## src/rtl/timer_counter_pkg.sv

```systemverilog
// Shared definitions for the timer_counter device: register offsets, CTRL
// bit positions, mode encodings and FSM state encoding.
package timer_counter_pkg;

  localparam logic [1:0] TC_CTRL   = 2'd0;
  localparam logic [1:0] TC_PRESET = 2'd1;
  localparam logic [1:0] TC_COUNT  = 2'd2;

  localparam int CTRL_EN      = 0;
  localparam int CTRL_MODE_LO = 1;
  localparam int CTRL_MODE_HI = 2;
  localparam int CTRL_IM      = 3;

  localparam logic [1:0] MODE_ONESHOT = 2'b00;
  localparam logic [1:0] MODE_RELOAD  = 2'b01;

  typedef enum logic [1:0] {
    ST_IDLE = 2'd0,
    ST_LOAD = 2'd1,
    ST_CNT  = 2'd2,
    ST_INT  = 2'd3
  } tc_state_e;

  // Only the exact auto-reload encoding reloads; every other MODE is one-shot.
  function automatic logic is_reload(input logic [3:0] ctrl);
    return ctrl[CTRL_MODE_HI:CTRL_MODE_LO] == MODE_RELOAD;
  endfunction

endpackage

```

## src/rtl/timer_counter_prescaler.sv

```systemverilog
// Clock divider for the timer: o_tick strobes once every PRESCALE clocks,
// restarting from zero whenever i_clear is high.
module tc_prescaler #(
  parameter int unsigned PRESCALE = 1
) (
  input  logic clk,
  input  logic reset,
  input  logic i_clear,
  output logic o_tick
);

  localparam logic [15:0] LAST = 16'(PRESCALE - 1);

  logic [15:0] r_cnt;
  logic        w_tick;

  assign w_tick = (r_cnt == LAST);
  assign o_tick = w_tick;

  always_ff @(posedge clk) begin
    if (reset) begin
      r_cnt <= '0;
    end else if (i_clear || w_tick) begin
      r_cnt <= '0;
    end else begin
      r_cnt <= r_cnt + 16'd1;
    end
  end

endmodule

```

## src/rtl/timer_counter.sv

```systemverilog
// Memory-mapped down-counting timer with one-shot/auto-reload modes and IRQ.
// Define TC_PRESCALE_EN to gate each count step by a PRESCALE-clock divider.
module timer_counter
  import timer_counter_pkg::*;
#(
  parameter int unsigned PRESCALE = 1
) (
  input  logic        clk,
  input  logic        reset,
  input  logic [1:0]  Addr,
  input  logic        We,
  input  logic [31:0] DIn,
  output logic [31:0] DOut,
  output logic        IRQ,
  output logic [1:0]  o_dbg_state
);

  if (PRESCALE < 1 || PRESCALE > 65535) begin : g_bad_prescale
    $error("timer_counter: PRESCALE out of range 1..65535");
  end

  logic [3:0]  r_ctrl;
  logic [31:0] r_preset;
  logic [31:0] r_count;
  logic        r_irq_flag;
  tc_state_e   r_state;

  logic w_ctrl_we;
  logic w_preset_we;
  logic w_en;
  logic w_reload;
  logic w_tick;

  assign w_ctrl_we   = We && (Addr == TC_CTRL);
  assign w_preset_we = We && (Addr == TC_PRESET);
  assign w_en        = r_ctrl[CTRL_EN];
  assign w_reload    = is_reload(r_ctrl);

`ifdef TC_PRESCALE_EN
  logic w_ps_clear;
  assign w_ps_clear = (r_state == ST_LOAD) || !w_en;

  tc_prescaler #(.PRESCALE(PRESCALE)) u_prescaler (
    .clk     (clk),
    .reset   (reset),
    .i_clear (w_ps_clear),
    .o_tick  (w_tick)
  );
`else
  assign w_tick = 1'b1;
`endif

  always_ff @(posedge clk) begin
    if (reset) begin
      r_ctrl     <= '0;
      r_preset   <= '0;
      r_count    <= '0;
      r_irq_flag <= 1'b0;
      r_state    <= ST_IDLE;
    end else begin
      if (w_preset_we) r_preset <= DIn;

      case (r_state)
        ST_IDLE: if (w_en) r_state <= ST_LOAD;
        ST_LOAD: begin
          r_count <= r_preset;
          r_state <= ST_CNT;
        end
        ST_CNT: begin
          if (!w_en) begin
            r_state <= ST_IDLE;
          end else if (w_tick) begin
            if (r_count > 32'd1) begin
              r_count <= r_count - 32'd1;
            end else begin
              r_count <= '0;
              r_state <= ST_INT;
            end
          end
        end
        ST_INT: begin
          if (!w_reload) r_ctrl[CTRL_EN] <= 1'b0;
          r_state <= ST_IDLE;
        end
        default: r_state <= ST_IDLE;
      endcase

      // Placed after the FSM so a CPU CTRL write overrides the one-shot EN clear.
      if (w_ctrl_we) r_ctrl <= DIn[3:0];

      // Setting in INT beats any clear landing on the same edge.
      if (r_state == ST_INT) begin
        r_irq_flag <= 1'b1;
      end else if (w_ctrl_we || w_preset_we || (w_reload && r_irq_flag)) begin
        r_irq_flag <= 1'b0;
      end
    end
  end

  always_comb begin
    DOut = '0;
    case (Addr)
      TC_CTRL:   DOut = {28'd0, r_ctrl};
      TC_PRESET: DOut = r_preset;
      TC_COUNT:  DOut = r_count;
      default:   DOut = '0;
    endcase
  end

  assign IRQ         = r_irq_flag & r_ctrl[CTRL_IM];
  assign o_dbg_state = r_state;

endmodule

```

## config.mk

```make
export PLATFORM = sky130hd
export DESIGN_NAME = timer_counter
export DESIGN_NICKNAME = d
export VERILOG_FILES = /design/src/rtl/timer_counter_pkg.sv /design/src/rtl/timer_counter_prescaler.sv /design/src/rtl/timer_counter.sv
export SDC_FILE = /design/constraint.sdc
export NUM_CORES = 1
export LEC_CHECK = 0
export CAP_MARGIN = 20
export CORE_MARGIN = 2
export CORE_UTILIZATION = 55
export CTS_BUF_LIST = sky130_fd_sc_hd__clkbuf_8
export DETAILED_ROUTE_END_ITERATION = 12
export DONT_BUFFER_PORTS = 1
export GPL_TIMING_DRIVEN = 1
export PLACE_DENSITY = 0.66
export SKIP_CTS_REPAIR_TIMING = 1
export SYNTH_ARGS = -nofsm -noshare
export SYNTH_HDL_FRONTEND = slang
export SYNTH_SLANG_ARGS = --single-unit
export TNS_END_PERCENT = 10
```

## constraint.sdc

```tcl
create_clock -name clk -period 4.6 [get_ports clk]
set_input_delay 0.92 -clock clk [delete_from_list [all_inputs] [get_ports clk]]
set_output_delay 0.92 -clock clk [all_outputs]
set_load 0.05 [all_outputs]
```

### Word level (Yosys, flattened, before mapping)

Index checks and enable logic that the tools add are counted.

| storage, ports and cells | value |
|---|---|
| output and inout port bits | 35 |
| logic and storage cells | 45 |
| input port bits | 37 |
| register bits | 71 |

| cells by class | value |
|---|---|
| $add $sub $neg | 1 |
| mux-type cells | 13 |
| reduce and logical (&&, ||, !) cells | 13 |
| $lt $le $gt $ge | 1 |
| bitwise gates (word level) | 1 |
| eq/ne operators | 10 |

Operators by type and width:

| kind | count |
|---|---|
| 32-bit case mux with 3 select lines | 1 |
| 32-bit two-way mux | 2 |
| 32-bit case mux with 2 select lines | 1 |
| 32-bit by 1-bit > comparator with 1-bit output (second input constant) | 1 |
| 32-bit by 1-bit subtractor with 32-bit output (second input constant) | 1 |
| 2-bit case mux with 4 select lines | 1 |
| 2-bit by 1-bit == test with 1-bit output (second input constant) | 3 |
| 2-bit == test (second input constant) | 3 |
| 2-bit two-way mux | 3 |
| 2-bit != test (second input constant) | 3 |
| 2-bit AND reduction | 3 |
| 2-bit nonzero test | 3 |
| 1-bit two-way mux | 5 |
| 2-bit logical NOT | 2 |
| 1-bit logical AND | 3 |
| 3-bit != test (second input constant) | 1 |
| 1-bit logical OR | 2 |
| 1-bit AND | 1 |

### Longest topological paths before layout

Gate-level depths: netlist of the first run.

| depth | value |
|---|---|
| word-level depth | 6 |
| mapped depth | 8 |
| mapped depth without buffers | 8 |

### Worst setup path before layout of the first run

OpenSTA, ideal clock, no wires.

| timing path | value |
|---|---|
| path type | input port to output port |
| start | input Addr[1] |
| end | output DOut[10] |
| arrival time | 2.392 ns |
| cell stages on the path | 5 |
| buffers on the path | 3 |
| required time | 3.680 ns |
| setup slack | 1.288 ns |
| path through | clkbuf_1 > nor2b_1 > clkbuf_1 > clkbuf_1 > a22o_1 |

| on the way | value |
|---|---|
| longest elaborated chain between the ends | 2 |
| elaborated cells on any way between the ends | 4 |
| classes of those cells | eq/ne: 2; mux: 1; reduce/logical: 1 |

Ends and longest elaborated chain:

| item | line | source |
|---|---|---|
| start: declaration | timer_counter.sv:10 | `input logic [1:0] Addr,` |
| 2-bit == test (tied with other cells) | timer_counter.sv:102 | `case (Addr)` |
| 32-bit case mux with 3 select lines * | timer_counter.sv:102 |  |
| end: declaration | timer_counter.sv:13 | `output logic [31:0] DOut,` |

Mark *: on every way between the ends. The rest lies on a longest branch, timed or not.

### Final worst setup path of the first run

| timing path | value |
|---|---|
| start | input Addr[0] |
| end | output DOut[20] |

The elaborated chain is that of the path after synthesis.

==> impl_metrics.ini, run 1 <==
[status]
status = finished, final reports clean

[floorplanning]
initial_core_util_pct = 56.4
core_um2 = 7180
die_w_um = 89.7
die_area_um2 = 8050
die_y_um = 89.7
rows = 31
io_pins = 72

[routing]
wl_per_cell_um = 19.3
vias_per_cell = 6.57
route.vias.total = 3969
routed_wirelength_um = 11700
drc = 0
firstDrtPassIters = 5
postRouteAntennaNets = 0
drtIter0Drc = 287

[layout]
final_common_cell = nand2_1
diodes = 0
syn_to_final_growth_pct = 5.14
fin_nets = 539
final_cell_area_um2 = 4250
utilization_pct = 59.3
fill_cells = 712
drive_above_1_share_pct = 7.52
layout_common_cells = nand2_1 (99), dfxtp_1 (71), a21oi_1 (55)

[placed_design]
hpwl_um = 7530
port-buffer-count = 0
gp_congestion = 0.883
place_area_um2 = 4030
dp_worst_setup_slack_ns = 1.23

[yosys]
synth_cells = 527
synth.ff_latch_count = 71
synth_edf_count = 0
syn_nets = 566
ys_seq_area_share_pct = 35.1
ys.flop_type = dfxtp_1
yosys_warnings = 0
synth.distinct_cells = 62
avgSynthCellArea_um2 = 7.67
postSynth.asyncResetShare_pct = 0
synth_area_um2 = 4040

[critical_path]
path_class = input pin to output pin
crit_buf_inv = 1
crit_family = simple AND/OR/NAND/NOR gates
ff2ff_path_depth = 7
crit_path_max_fanout = 18
endpoint_kind = output pin
rr_endpoint = r_count[2]
r2r_start = r_count[13]
slowest_stage = nor2b_2
startpoint_type = input pin
cp_cell_sequence = nor2b_2 > buf_4 > a22o_1
cp_data_arrival_time_ns = 2.48
r2r_slack_ns = 1.48
crit_required_ns = 3.68
critPathMaxStageDelay_ns = 0.68

[sta]
drv_slew = 0
setup-violations-final = 0
min_period_over_period_pct = 74.0
rsz0062_at_grt = no
fmax_mhz = 294
clock-skew-final_ns = 0.00524
worst_pin_slew_ns = 1.04
fin_ws_ns = 1.20
period_needed_ns = 3.40
maxSlewHeadroom_pct = 30.8
final-hold-violation-count = 0
finalSetupTns_ns = 0

[cts]
cts_root_buf = clkbuf_8
clock_latency_ns = 0.34
cts_buffers = 9
cts_buffer_depth = 2
clock_sinks = 71
cts_tree = done
htree_levels = 3
clk_pin_slew_ns = 0.08

[power]
vdd_drop_max_mv = 0.201
powerDensity_nw_per_um2 = 314
power_mw = 1.33
leakagePower_nw = 1.57

[grt]
grt_pass1_vias = 3558
grt_usage_pct = 29.0
grt_max_degree = 68
grt_first_pass_wirelength_um = 19100
antenna_found_initial = 0
grt-ovfl-total = 0

[min_path]
worstHoldStart = r_preset[4]
whs_endpoint = r_preset[4]
worst_hold_path_type = register to register
hold_depth = 2

[job]
max-cap-violations = 0
area by class of cell:
| class | count | area, um^2 | area share, % |
|---|---|---|---|
| inverters | 5 | 18.8 | 0.441 |
| flip-flops and latches | 71 | 1420 | 33.4 |
| clock buffers | 9 | 124 | 2.91 |
| repair buffers | 9 | 75.1 | 1.77 |
| clock inverters | 7 | 81.3 | 1.91 |
| multi-input cells | 404 | 2410 | 56.6 |
| well taps | 99 | 124 | 2.91 |
flip-flops by register name (all words and copies together), names as in the netlist:
register	count
o_dbg_state	2
r_count	32
r_ctrl	4
r_irq_flag	1
r_preset	32
worst max-delay path by stage:
stage	start	cells after the start	end
final	Addr[0]	3	DOut[20]
after CTS	Addr[0]	3	DOut[20]
after global placement	Addr[0]	3	DOut[23]
after global routing	Addr[0]	3	DOut[20]
after detailed placement	Addr[0]	3	DOut[20]
after floorplan	Addr[1]	5	DOut[10]
layer usage:
layer  vias to the layer above  GRT usage (%)  wire length (um)
li1                       1874              -                 -
met1                      1876           42.5              5370
met2                       197           43.9              5260
met3                        22           4.27               857
met4                         0           9.74               197
met5                         -              0                 0
tightest hold or removal path, delay by kind of cell (launching register included):
kind | cells | cell delay, ns
DFF | 1 | 0.32
and+or+nand+nor | 1 | 0.05
AOI/OAI and AO/OA | 1 | 0.05
cells by family (layout without fill, tap and decap cells):
family                     after synthesis  in the layout  synth area share (%)
adders and majority gates                2              2                 0.619
DFF                                     71             71                  35.1
xor gates and xnor gates                 1              1                 0.217
muxes                                   13             13                  3.28
and+or+nand+nor                        224            224                  27.1
AOI/OAI and AO/OA                      164            164                  28.2
buffers and inverters                   52             30                  5.45
synth_stat cells, drive strengths merged (8+ instances only):
master / n / area, um^2
nor2: 46 / 173
nor3: 8 / 45.0
nand2: 100 / 378
a21oi: 56 / 284
nor4: 15 / 145
nand3: 14 / 70.1
o21ai: 15 / 75.1
clkbuf: 38 / 143
buf: 9 / 58.8
a31oi: 10 / 62.6
dfxtp: 71 / 1420
mux2i: 11 / 110
a22o: 28 / 245
where the power goes:
group	leakage, nW	total, mW	switching, mW	internal, mW
sequential	0.575	0.643	0.0153	0.628
clock	0.117	0.538	0.240	0.298
combinational	0.882	0.153	0.104	0.0490
total	1.57	1.33	0.359	0.975
stage by stage:
stage	hold WS, ns	instances
2_1_floorplan	0.444	527
3_3_place_gp	0.450	587
3_5_place_dp	0.456	587
4_1_cts	0.467	603
5_1_grt	0.497	604
6_report	0.465	604
Power figures use the tool's default switching activity.
==> run 2: changes to the inputs <==
--- a/config.mk
+++ b/config.mk
@@ -12,7 +12,7 @@
 export DETAILED_ROUTE_END_ITERATION = 12
 export DONT_BUFFER_PORTS = 1
 export GPL_TIMING_DRIVEN = 1
-export PLACE_DENSITY = 0.66
+export PLACE_DENSITY = 0.69
 export SKIP_CTS_REPAIR_TIMING = 1
 export SYNTH_ARGS = -nofsm -noshare
 export SYNTH_HDL_FRONTEND = slang
==> constraint.sdc (replaced) <==
create_clock -name clk -period 2.75 [get_ports clk]
set_input_delay 0.55 -clock clk [delete_from_list [all_inputs] [get_ports clk]]
set_output_delay 0.55 -clock clk [all_outputs]
set_load 0.05 [all_outputs]
==> run 2 against run 1 <==
Count of clock-buffer cells in the layout up 2. Cell count up 5.6%. Clock skew is 0.0047 ns higher. Worst setup slack worse by 0.86 ns. Register-to-register slack got worse by 1.1 ns. Hold slack lost 0.21 ns. Total power increased by 74%. Sequential power grew 66%. Global-route usage increased by 0.37 points. Sequential cell count unchanged. Non-clock buffer count up 34. Critical path type is now register to register. Highest routed layer unchanged.
==> impl_metrics.ini, run 2 (synthesis results as in run 1) <==
[layout]
drive_above_1_share_pct = 13.9
layout_common_cells = nand2_1 (99), dfxtp_1 (71), a21oi_1 (55)
utilization_pct = 63.1
syn_to_final_growth_pct = 11.9
fin_nets = 573
reg.largest.list = r_count x32, r_preset x32, r_ctrl x4
final_common_cell = nand2_1
diodes = 0

[critical_path]
r2r_slack_ns = 0.34
rr_endpoint = r_count[14]
endpoint_kind = register
r2r_start = r_count[0]
ff2ff_path_depth = 8
crit_path_max_fanout = 12
crit_required_ns = 3.01
cp_data_arrival_time_ns = 2.67
startpoint_type = register
path_class = register to register

[min_path]
hold_depth = 1
whs_endpoint = r_preset[3]
worst_hold_path_type = input pin to register
worstHoldStart = reset

[sta]
min_period_over_period_pct = 87.7
maxSlewHeadroom_pct = 50.6
drv_slew = 0
fmax_mhz = 415
rsz0062_at_grt = no
setup-violations-final = 0
worst_pin_slew_ns = 0.736
clock-skew-final_ns = 0.00990
period_needed_ns = 2.41
finalSetupTns_ns = 0
final-hold-violation-count = 0

[cts]
clock_sinks = 71
htree_levels = 3
cts_root_buf = clkbuf_8
clk_pin_slew_ns = 0.08
cts_tree = done
cts_buffers = 9
clock_latency_ns = 0.35
cts_buffer_depth = 2

[placed_design]
hpwl_um = 7810
gp_congestion = 0.967
port-buffer-count = 0

[grt]
grt_usage_pct = 29.3
grt.busiest_layer = met2
grt_first_pass_wirelength_um = 19500
grt_max_degree = 68
grt-ovfl-total = 0
antenna_found_initial = 0
grt_use_met2_pct = 44.2
use_met3_pct = 4.36
use_met1_pct = 42.6
grt_pass1_vias = 3853

[floorplanning]
die_area_um2 = 8050
rows = 31
initial_core_util_pct = 56.4
io_pins = 72
die_y_um = 89.7
core_um2 = 7180
die_w_um = 89.7

[routing]
firstDrtPassIters = 5
vias_per_cell = 6.47
drtIter0Drc = 380
postRouteAntennaNets = 0
drc = 0
route.vias.total = 4128
wl_per_cell_um = 18.3
routed_wirelength_um = 11700

[power]
vdd_drop_max_mv = 0.374
powerDensity_nw_per_um2 = 512
leakagePower_nw = 1.74

[job]
max-cap-violations = 0

[status]
status = finished, final reports clean
run 2: cell count changes in the layout (fill, tap and decap cells not counted):
cell	change
buf_4	+35
buf_8	-1
clkbuf_8	+2
clkinv_2	-1
clkinvlp_4	+2
inv_1	-3
run 2: worst max-delay path by stage:
stage / slack (ns) / to / from
3_5_place_dp: 0.38 / r_count[2] / r_count[17]
5_1_grt: 0.13 / r_count[14] / r_count[0]
4_1_cts: 0.37 / r_count[2] / r_count[17]
3_3_place_gp: 0.45 / r_count[2] / r_count[17]
6_report: 0.34 / r_count[14] / r_count[0]
2_1_floorplan: 0.18 / DOut[10] / Addr[1]
run 2: per-layer routing:
| metal | up-vias | part of all wire (%) |
|---|---|---|
| li1 | 1946 | - |
| met1 | 1940 | 46 |
| met2 | 216 | 44 |
| met3 | 26 | 8.2 |
| met4 | 0 | 1.8 |
| met5 | - | 0 |
run 2: area by class of cell:
cell class | count | area, um^2
Clock inverter | 5 | 80.1
Multi-Input combinational cell | 404 | 2410
Clock buffer | 11 | 151
Sequential cell | 71 | 1420
Fill cell | 690 | 2650
Timing Repair Buffer | 43 | 323
Inverter | 5 | 18.8
Tap cell | 99 | 124
run 2: worst max-delay path, cell delays in order, from the launching register on:
cell	delay [ns]
dfxtp_1	0.40
inv_1	0.10
ha_1	0.30
o211ai_1	0.29
nor4_4	0.08
a21oi_2	0.46
buf_4	0.32
a32oi_1	0.11
o32ai_1	0.23
run 2: power by group:
group	internal, mW	switching [mW]	leakage (nW)	total [mW]
Sequential	1.05	0.0247	0.575	1.07
Clock	0.558	0.405	0.112	0.963
Combinational	0.0994	0.179	1.05	0.278
run 2: through the flow:
stage                     setup WS (ns)  hold slack, ns  instances  area [um^2]  power (mW)
after floorplan                   0.178           0.444        527         4040        1.32
after global placement            0.448           0.456        622         4290        1.37
after detailed placement          0.382           0.462        622         4290        1.37
after CTS                         0.372           0.242        638         4530        2.33
after global routing              0.129           0.240        638         4530        2.41
final                             0.339           0.256        638         4530        2.32
